==> config.mk <==
export PLATFORM = sky130hd
export DESIGN_NAME = vga_timing_ctrl
export DESIGN_NICKNAME = d
export VERILOG_FILES = /design/src/rtl/vga_timing_ctrl.sv
export SDC_FILE = /design/constraint.sdc
export NUM_CORES = 1
export LEC_CHECK = 0
export BUFFER_PORTS_ARGS = -buffer_cell sky130_fd_sc_hd__buf_2
export CAP_MARGIN = 20
export CORE_MARGIN = 8
export CORE_UTILIZATION = 51
export CTS_BUF_LIST = sky130_fd_sc_hd__clkbuf_4 sky130_fd_sc_hd__clkbuf_8 sky130_fd_sc_hd__clkbuf_16
export DETAILED_ROUTE_END_ITERATION = 6
export GPL_ROUTABILITY_DRIVEN = 0
export PLACE_DENSITY = 0.84
export SLEW_MARGIN = 10
export SYNTH_ARGS = -nofsm -noshare
export SYNTH_HDL_FRONTEND = slang
export SYNTH_SLANG_ARGS = --single-unit
export TNS_END_PERCENT = 5
==> constraint.sdc <==
create_clock -name iVGA_CLK -period 3.2 [get_ports iVGA_CLK]
set_input_delay 0.48 -clock iVGA_CLK [delete_from_list [all_inputs] [get_ports iVGA_CLK]]
set_output_delay 0.48 -clock iVGA_CLK [all_outputs]
set_load 0.05 [all_outputs]
==> src/rtl/vga_timing_ctrl.sv <==
// VGA raster timing: free-running H/V counters, stage-0 coordinate/request decode,
// and a two-stage pipeline aligning DAC colour with sync and blank.
module vga_timing_ctrl #(
  parameter int unsigned H_ACTIVE = 640,
  parameter int unsigned H_FP     = 16,
  parameter int unsigned H_SYNC   = 96,
  parameter int unsigned H_BP     = 48,
  parameter int unsigned V_ACTIVE = 480,
  parameter int unsigned V_FP     = 10,
  parameter int unsigned V_SYNC   = 2,
  parameter int unsigned V_BP     = 33,
  parameter bit          HS_POL   = 1'b0,
  parameter bit          VS_POL   = 1'b0
) (
  input  logic        iVGA_CLK,
  input  logic        iRST,
  input  logic [9:0]  iRed,
  input  logic [9:0]  iGreen,
  input  logic [9:0]  iBlue,
  output logic [10:0] oVGA_X,
  output logic [10:0] oVGA_Y,
  output logic        oRequest,
  output logic        oFrameStart,
  output logic [9:0]  oVGA_R,
  output logic [9:0]  oVGA_G,
  output logic [9:0]  oVGA_B,
  output logic        oVGA_HS,
  output logic        oVGA_VS,
  output logic        oVGA_BLANK_N
);

  localparam int unsigned CW    = 11;
  localparam int unsigned H_TOT = H_ACTIVE + H_FP + H_SYNC + H_BP;
  localparam int unsigned V_TOT = V_ACTIVE + V_FP + V_SYNC + V_BP;

  localparam logic [CW-1:0] H_LAST = CW'(H_TOT - 1);
  localparam logic [CW-1:0] V_LAST = CW'(V_TOT - 1);
  localparam logic [CW-1:0] H_ACT  = CW'(H_ACTIVE);
  localparam logic [CW-1:0] V_ACT  = CW'(V_ACTIVE);
  localparam logic [CW-1:0] H_SS   = CW'(H_ACTIVE + H_FP);
  localparam logic [CW-1:0] H_SE   = CW'(H_ACTIVE + H_FP + H_SYNC);
  localparam logic [CW-1:0] V_SS   = CW'(V_ACTIVE + V_FP);
  localparam logic [CW-1:0] V_SE   = CW'(V_ACTIVE + V_FP + V_SYNC);

  logic [CW-1:0] h_q, h_d, v_q, v_d;
  logic          active_c, hs_raw_c, vs_raw_c;
  logic          act1_q, hs1_q, vs1_q;
  logic [9:0]    r_q, g_q, b_q;
  logic          hs_q, vs_q, blank_n_q;

  // Counter next-state: v advances only on the h wrap cycle
  always_comb begin
    h_d = h_q + CW'(1);
    v_d = v_q;
    if (h_q == H_LAST) begin
      h_d = '0;
      v_d = (v_q == V_LAST) ? '0 : v_q + CW'(1);
    end
  end

  assign active_c = (h_q < H_ACT) && (v_q < V_ACT);
  assign hs_raw_c = (h_q >= H_SS) && (h_q < H_SE);
  assign vs_raw_c = (v_q >= V_SS) && (v_q < V_SE);

  always_ff @(posedge iVGA_CLK) begin
    if (iRST) begin
      h_q       <= '0;
      v_q       <= '0;
      act1_q    <= 1'b0;
      hs1_q     <= 1'b0;
      vs1_q     <= 1'b0;
      r_q       <= '0;
      g_q       <= '0;
      b_q       <= '0;
      blank_n_q <= 1'b0;
      hs_q      <= ~HS_POL;
      vs_q      <= ~VS_POL;
    end else begin
      h_q       <= h_d;
      v_q       <= v_d;
      act1_q    <= active_c;
      hs1_q     <= hs_raw_c;
      vs1_q     <= vs_raw_c;
      // Pattern-stage colour arrives one cycle after X/Y, aligned with stage 1
      r_q       <= act1_q ? iRed   : '0;
      g_q       <= act1_q ? iGreen : '0;
      b_q       <= act1_q ? iBlue  : '0;
      blank_n_q <= act1_q;
      hs_q      <= hs1_q ? HS_POL : ~HS_POL;
      vs_q      <= vs1_q ? VS_POL : ~VS_POL;
    end
  end

  assign oVGA_X       = h_q;
  assign oVGA_Y       = v_q;
  assign oRequest     = active_c;
  assign oFrameStart  = (h_q == '0) && (v_q == '0);
  assign oVGA_R       = r_q;
  assign oVGA_G       = g_q;
  assign oVGA_B       = b_q;
  assign oVGA_HS      = hs_q;
  assign oVGA_VS      = vs_q;
  assign oVGA_BLANK_N = blank_n_q;

endmodule

* Yosys cells after proc, flatten, opt, wreduce, memory -nomap -nowiden
Index checks and enable logic that the tools add are counted.
** Storage, ports and cells
- Word-level logic and storage cells :: 33
- Bits of input ports :: 32
- Flip-flop bits (word level) :: 58
- Output and inout bits :: 57
** Cells by class
- Eq/ne operators :: 2
- Muxes and demuxes :: 3
- $add $sub $neg :: 2
- $lt $le $gt $ge :: 6
- Bitwise operators :: 1
- Reductions and logical operators :: 8
** Operators by type and width (count)
- adder 11 x 1 -> 11 bit (second input constant) :: 2
- == test 11 x 10 -> 1 bit (second input constant) :: 2
- logical NOT 11 bit :: 2
- < comparator 11 x 10 -> 1 bit (second input constant) :: 2
- < comparator 11 x 9 -> 1 bit (second input constant) :: 2
- >= comparator 11 x 10 -> 1 bit (second input constant) :: 1
- >= comparator 11 x 9 -> 1 bit (second input constant) :: 1
- two-way mux 11 bit :: 1
- logical AND 1 bit :: 4
- OR reduction 2 bit :: 2
- two-way mux 1 bit :: 2
- NOT 1 bit :: 1

* Longest topological paths before layout
Gate-level depths: netlist (run 1).
- Depth after elaboration :: 2
- Mapped depth :: 7
- Mapped depth without buffers :: 6

* Least setup slack after synthesis (run 1)
No wires, ideal clock.
- Path kind :: flip-flop to output port
- Start point :: register v_q[7], in the netlist oVGA_Y[7]
- End point :: output port oFrameStart
- Required time :: 2720 ps
- Arrival time :: 2677 ps
- Slack :: 43 ps
- Cell stages (with the launch flop) :: 3
- Buffers on the path :: 0
- Cell sequence :: dfxtp_1 -> nor4_1 -> nor4bb_1
** On the way
- Longest elaborated chain between the ends :: 2
** Ends and longest elaborated chain
- start: declaration :: line 45 : logic [CW-1:0] h_q, h_d, v_q, v_d;
- start signal: assignment :: line 80 : v_q <= v_d;
- logical NOT 11 bit :: line 97 : assign oFrameStart = (h_q == '0) && (v_q == '0);
- logical AND 1 bit :: line 97
- end: declaration :: line 23 : output logic oFrameStart,
No other way between the ends.

* Final worst setup path (run 1)
- Start point :: register h_q[0], in the netlist oVGA_X[0]
- End point :: output port oFrameStart
** On the way
- Longest elaborated chain between the ends :: 2
** Ends and longest elaborated chain
- start: declaration :: line 45
- start signal: assignment :: line 67 : h_q <= '0;
- start signal: assignment :: line 79 : h_q <= h_d;
- logical NOT 11 bit :: line 97
- logical AND 1 bit :: line 97
No other way between the ends.

==> reports/metrics.cfg, run 1 <==
[status]
status=completed

[worst_setup_path]
worstSetupStartpointType=flip-flop
worst-endpoint-arrival_ps=2000
cp.required_ps=2720
ff2ff_setup_slack_ps=1140
worst_setup_path_end_kind=output port
crit_reg_reg_endpoint=oVGA_Y[1]$_SDFFE_PP0N_
category_of_the_critical_setup_timing_path=flip-flop to output port
crit-reg2reg-launch=oVGA_Y[0]$_SDFFE_PP0N_
critPathMaxFanout=6
reg2regPathDepth=6

[layout]
area.growth.synth_to_final_pct=31.7
n_antenna_cell=0
post-route-cell-area_sq_um=2840
final_cell_mix=88 x sky130_fd_sc_hd__buf_2, 58 x sky130_fd_sc_hd__dfxtp_1, 32 x sky130_fd_sc_hd__and2_1, 15 x sky130_fd_sc_hd__nor2_1, 11 x sky130_fd_sc_hd__clkbuf_8
layout.nets=342
final_common_cell=sky130_fd_sc_hd__buf_2
layoutNonFillerInstCount=361
fillCellCount=321
end_of_flow_core_utilization_pct=70.4
drive_gt1_share_pct=36.0

[global_route]
via_count_of_the_first_global_routing_pass=1698
grt_util_all_layers_pct=16.5
grt_pass1_wl_um=8460
grt_antenna_before_repair=0
globalRoute.totalOverflow=0
grt_max_degree=32

[clocking]
cts_inserted_buffers=9
worstSkewPairLatency_ps=320
clk_pin_slew_worst_paths_ps=60
clock_tree.buffer_depth=2
htreeDepth=3
numClockSinks=58
clock-root-buffer=sky130_fd_sc_hd__clkbuf_8
tritoncts=built
postCtsResizedCells=0
ctsHoldBuffers=0
post-cts-setup-buffer-count=0

[sta]
worstMarginPinSlew_ps=716
finalMaxSlewViolations=0
timing.final.crit_share_pct=77.4
fmaxAchievable_mhz=404
worst_hold_slack_ps=356
maxSlewHeadroom_pct=51.6
tns_ps=0
finalSetupViolations=0
layout_min_cycle_time_ps=2480
final.setup_skew_ps=7.28
setup_repair_after_global_routing_missed_its_margin=no
report.final.hold_viol_count=0
final_critical_path_setup_slack_ps=723

[drt]
route.detailed.vias_per_inst=5.17
dr.pass1.iters=4
post_detailed_route_drc_marker_count=0
route.antenna.remaining_nets=0
wl_per_cell_um=15.3
routed-via-count=1866
drt_first_iter_violations=66
detail_route.wirelength_um=5520

[placed_design]
place_ws_ps=1150
buffer_ports.inserted=88
placement.cell_area_sq_um=2630
dp_cells=345
dp.final_hpwl_um=3920

[die]
dieWidth_um=81.0
die_area_sq_um=6560
std_cell_rows=23
floorplan.core_area_sq_um=4030
die_y_um=81.0
initial_core_util_pct=53.5
io_pins=89

[synthesis]
syn-mean-instance-area_sq_um=10.1
synth_simple_gate_area_share_pct=29.7
synthXorXnorAreaFrac_pct=4.07
register_area_share_after_synthesis_pct=53.9
synth-seq-cells=58
synthDistinctLibCells=41
synth_enable_flop_cells=0
syn_area_sq_um=2150
synth-async-reset-ratio_pct=0
synth.area.mux_share_pct=0.465
dominant_combinational_cell_family_by_area_after_synthesis=simple AND/OR/NAND/NOR gates
synthesis.instances=214
synthAdderAreaFrac_pct=2.32
mappedNetlistNets=250
compound_cell_area_share_of_the_yosys_netlist_pct=6.68
synth-warning-count=0
ys_dominant_reg_cell=sky130_fd_sc_hd__dfxtp_1

[power]
power.density_cell_area_nw_per_um2=580
ir_worst_vdd_v=0.000301
fin_total_pwr_mw=1.65
power_leakage_nw=1.33

[min_path]
worst_hold_path.endpoint=oVGA_G[1]$_SDFF_PP0_
worstHoldStart=iGreen[1]
hold-path-cell-count=2
min-delay-path-class=input port to flip-flop

[job]
timing.max_cap.violations=0

worst max path at each step:
stage / from / end / slack [ps] / depth (start not counted)
detailed placement: oVGA_X[0]$_SDFF_PP0_ / oFrameStart / 1150 / 6
global route: oVGA_X[0]$_SDFF_PP0_ / oFrameStart / 570 / 6
CTS: oVGA_X[0]$_SDFF_PP0_ / oFrameStart / 750 / 6
finish: oVGA_X[0]$_SDFF_PP0_ / oFrameStart / 720 / 6
floorplan: oVGA_Y[7]$_SDFFE_PP0N_ / oFrameStart / 40 / 2
global placement: oVGA_Y[0]$_SDFFE_PP0N_ / oVGA_Y[0]$_SDFFE_PP0N_ / 1230 / 6
registers in the layout (all words and copies together) (netlist names):
register and cells:
oVGA_Y 11, hs1_q 1, act1_q 1, oVGA_R 10, oVGA_X 11, oVGA_BLANK_N 1
oVGA_G 10, oVGA_B 10, oVGA_VS 1, oVGA_HS 1, vs1_q 1
worst max-delay path, stage by stage (launching register included):
cell                       delay [ps]
sky130_fd_sc_hd__dfxtp_1          350
sky130_fd_sc_hd__inv_1             90
sky130_fd_sc_hd__ha_1             150
sky130_fd_sc_hd__nor4b_1          240
sky130_fd_sc_hd__nand4_1          160
sky130_fd_sc_hd__nor4bb_1         350
sky130_fd_sc_hd__buf_2            330
layout make-up:
cell class / count / area [sq um] / share of cell area (%)
flip-flops and latches: 58 / 1160 / 40.9
multi-input cells: 142 / 931 / 32.8
inverters: 5 / 18.8 / 0.661
clock inverters: 2 / 35.0 / 1.23
well taps: 50 / 62.6 / 2.20
repair buffers: 90 / 455 / 16.0
clock buffers: 14 / 174 / 6.13
report_power, final:
part	switching [mW]	total (mW)	internal (mW)	leakage [nW]
registers	0.0113	0.758	0.747	0.473
logic	0.139	0.194	0.0543	0.750
clock network	0.267	0.695	0.428	0.111
total	0.418	1.65	1.23	1.33
cells in the mapped netlist (all sizes together), types with 2 or more instances:
library cell	instances	area share [%]
dfxtp	58	54
or4	4	1.4
nand4	8	2.6
nor4	3	0.87
a21oi	7	1.6
nand3	8	1.9
nor3	4	0.93
buf	3	0.99
and3	3	0.87
xnor2	3	1.2
nor2b	2	0.58
clkbuf	6	1.0
and4	2	0.81
a22oi	2	0.70
nand2	8	1.4
nor3b	3	1.8
ha	4	2.3
nand2b	3	0.87
inv	5	0.87
o21ai	5	1.2
a31oi	2	0.58
xor2	7	2.8
nor2	15	2.6
nor4b	2	0.81
o211ai	2	0.70
and2	32	9.3
nor4bb	3	1.4
layer usage:
metal  part of all wire, %  up-vias  GRT usage, %  wire (um)
met1                    44      843          20.8       2440
met5                     0        -             0          0
met3                    11        6          6.29        581
met4                   1.1        0          6.96         61
li1                      -      928             -          -
met2                    44       89          24.6       2430
kinds of logic (layout without fill, tap and decap cells):
family | after synthesis | count (layout)
xor+xnor | 10 | 10
flops | 58 | 58
mux | 1 | 1
fa+ha+maj | 4 | 4
compound gates | 23 | 23
simple gates | 104 | 104
buf+inv | 14 | 111
Note: power is estimated with default switching activity, not from simulation.
==> run 2, diff against run 1 <==
--- a/config.mk
+++ b/config.mk
@@ -8,11 +8,11 @@
 export BUFFER_PORTS_ARGS = -buffer_cell sky130_fd_sc_hd__buf_2
 export CAP_MARGIN = 20
 export CORE_MARGIN = 8
-export CORE_UTILIZATION = 51
+export CORE_UTILIZATION = 47
 export CTS_BUF_LIST = sky130_fd_sc_hd__clkbuf_4 sky130_fd_sc_hd__clkbuf_8 sky130_fd_sc_hd__clkbuf_16
 export DETAILED_ROUTE_END_ITERATION = 6
 export GPL_ROUTABILITY_DRIVEN = 0
-export PLACE_DENSITY = 0.84
+export PLACE_DENSITY = 0.78
 export SLEW_MARGIN = 10
 export SYNTH_ARGS = -nofsm -noshare
 export SYNTH_HDL_FRONTEND = slang
==> constraint.sdc (replaced) <==
create_clock -name iVGA_CLK -period 2.51 [get_ports iVGA_CLK]
set_input_delay 0.3765 -clock iVGA_CLK [delete_from_list [all_inputs] [get_ports iVGA_CLK]]
set_output_delay 0.3765 -clock iVGA_CLK [all_outputs]
set_load 0.05 [all_outputs]
==> reports/metrics.cfg, run 2 (synthesized netlist as in run 1, its figures left out) <==
[min_path]
min-delay-path-class=input port to flip-flop
worstHoldStart=iGreen[0]

[global_route]
grt_max_degree=30
grt_antenna_before_repair=0
grt_util_all_layers_pct=14.7
grt_pass1_wl_um=8410
via_count_of_the_first_global_routing_pass=1735
globalRoute.totalOverflow=0

[sta]
timing.final.crit_share_pct=90.2
report.final.hold_viol_count=0
finalMaxSlewViolations=0
maxSlewHeadroom_pct=76.3
setup_repair_after_global_routing_missed_its_margin=no
finalSetupViolations=0
worst_hold_slack_ps=244
final.setup_skew_ps=5.89
layout_min_cycle_time_ps=2260
fmaxAchievable_mhz=442
worstMarginPinSlew_ps=355

[clocking]
clk_pin_slew_worst_paths_ps=70
tritoncts=built
worstSkewPairLatency_ps=330
htreeDepth=3
postCtsResizedCells=0
clock-root-buffer=sky130_fd_sc_hd__clkbuf_8
ctsHoldBuffers=0
clock_tree.buffer_depth=2
cts_inserted_buffers=9
numClockSinks=58
post-cts-setup-buffer-count=0

[worst_setup_path]
crit-reg2reg-launch=oVGA_X[0]$_SDFF_PP0_
cp_num_buf_inv=2
cp.required_ps=2130
critical-path-top-delay-family=simple AND/OR/NAND/NOR gates
category_of_the_critical_setup_timing_path=flip-flop to output port
cp_cell_sequence=inv_1 > ha_1 > nor4b_1 > nand4_1 > nor4bb_2 > buf_2
crit_slowest_cell=sky130_fd_sc_hd__dfxtp_1
worst_setup_path_end_kind=output port
worstSetupStartpointType=flip-flop
worst-endpoint-arrival_ps=1890
crit_path_start=oVGA_X[0]$_SDFF_PP0_
critPathMaxFanout=6
max_stage_delay_ps=350

[power]
power_leakage_nw=1.34
ir_worst_vdd_v=0.000426
total_switching_power_mw=0.557
power.density_cell_area_nw_per_um2=728
p_sw_share_pct=26.9
p_int_mw=1.52
clockPowerShare_pct=41.5
power.share.combinational_pct=12.0
power_frac_seq_pct=46.5

[layout]
layout.nets=343
n_antenna_cell=0
final_cell_mix=88 x sky130_fd_sc_hd__buf_2, 58 x sky130_fd_sc_hd__dfxtp_1, 32 x sky130_fd_sc_hd__and2_1, 15 x sky130_fd_sc_hd__nor2_1, 10 x sky130_fd_sc_hd__clkbuf_8
fillCellCount=401
area.growth.synth_to_final_pct=32.3
drive_gt1_share_pct=36.9
post-route-cell-area_sq_um=2850
final_common_cell=sky130_fd_sc_hd__buf_2

[die]
dieWidth_um=83.7
floorplan.core_area_sq_um=4380
die_area_sq_um=7010
std_cell_rows=24
io_pins=89
die_y_um=83.7
initial_core_util_pct=49.1

[drt]
drt_first_iter_violations=68
routed-via-count=1863
route.detailed.vias_per_inst=5.12
route.antenna.remaining_nets=0
wl_per_cell_um=14.7
post_detailed_route_drc_marker_count=0
dr.pass1.iters=4
detail_route.wirelength_um=5360

[status]
status=completed

[placed_design]
dp.final_hpwl_um=3850
buffer_ports.inserted=88
placement.cell_area_sq_um=2650

[job]
timing.max_cap.violations=0

-- run 2: metal layers --
layer / vias up / global-route usage, % / wire length [um]
li1: 932 / - / -
met1: 836 / 17.5 / 2450
met2: 84 / 21.3 / 2290
met3: 11 / 7.71 / 512
met4: 0 / 6.91 / 106
met5: - / 0 / 0
-- run 2: area by class of cell --
class | count | area [sq um] | area share (%)
flip-flops and latches | 58 | 1160 | 40.7
multi-input cells | 142 | 943 | 33.1
repair buffers | 91 | 463 | 16.2
clock buffers | 11 | 145 | 5.09
well taps | 52 | 65.1 | 2.28
clock inverters | 5 | 53.8 | 1.89
inverters | 5 | 18.8 | 0.658
-- run 2: worst register-to-register path, stage by stage, from the launching register on --
cell and delay, ps:
sky130_fd_sc_hd__dfxtp_1 400, sky130_fd_sc_hd__ha_1 230, sky130_fd_sc_hd__and4_1 340, sky130_fd_sc_hd__nand4_2 280
sky130_fd_sc_hd__or4_1 570, sky130_fd_sc_hd__a21oi_1 140
-- run 2: final timing paths --
path         slack [ps]                       to  cells past startpoint
max                 250              oFrameStart                      6
max reg2reg         470  oVGA_Y[10]$_SDFFE_PP0N_                      5
min                 240     oVGA_G[0]$_SDFF_PP0_                      2
min reg2reg         380       oVGA_HS$_SDFF_PP1_                      1
-- run 2: metrics by stage --
stage          setup slack (ps)  setup TNS, ps  std cells  util [%]  total power [mW]
3_5_place_dp                526              0        348      60.5              1.24
6_report                    245              0        364      65.0              2.07
2_1_floorplan             -48.3          -48.3        214         -              1.16
4_1_cts                     229              0        364      65.0              2.09
3_3_place_gp                572              0        348      60.5              1.23
5_1_grt                     124              0        364      65.0              2.14
-- run 2: power by group through the flow --
stage | Combinational (mW) | Clock [mW] | Sequential (mW)
after floorplan | 0.0727 | 0 | 1.09
after global placement | 0.249 | 0 | 0.985
after detailed placement | 0.250 | 0 | 0.986
after CTS | 0.252 | 0.875 | 0.966
after global routing | 0.265 | 0.908 | 0.969
final | 0.249 | 0.860 | 0.966
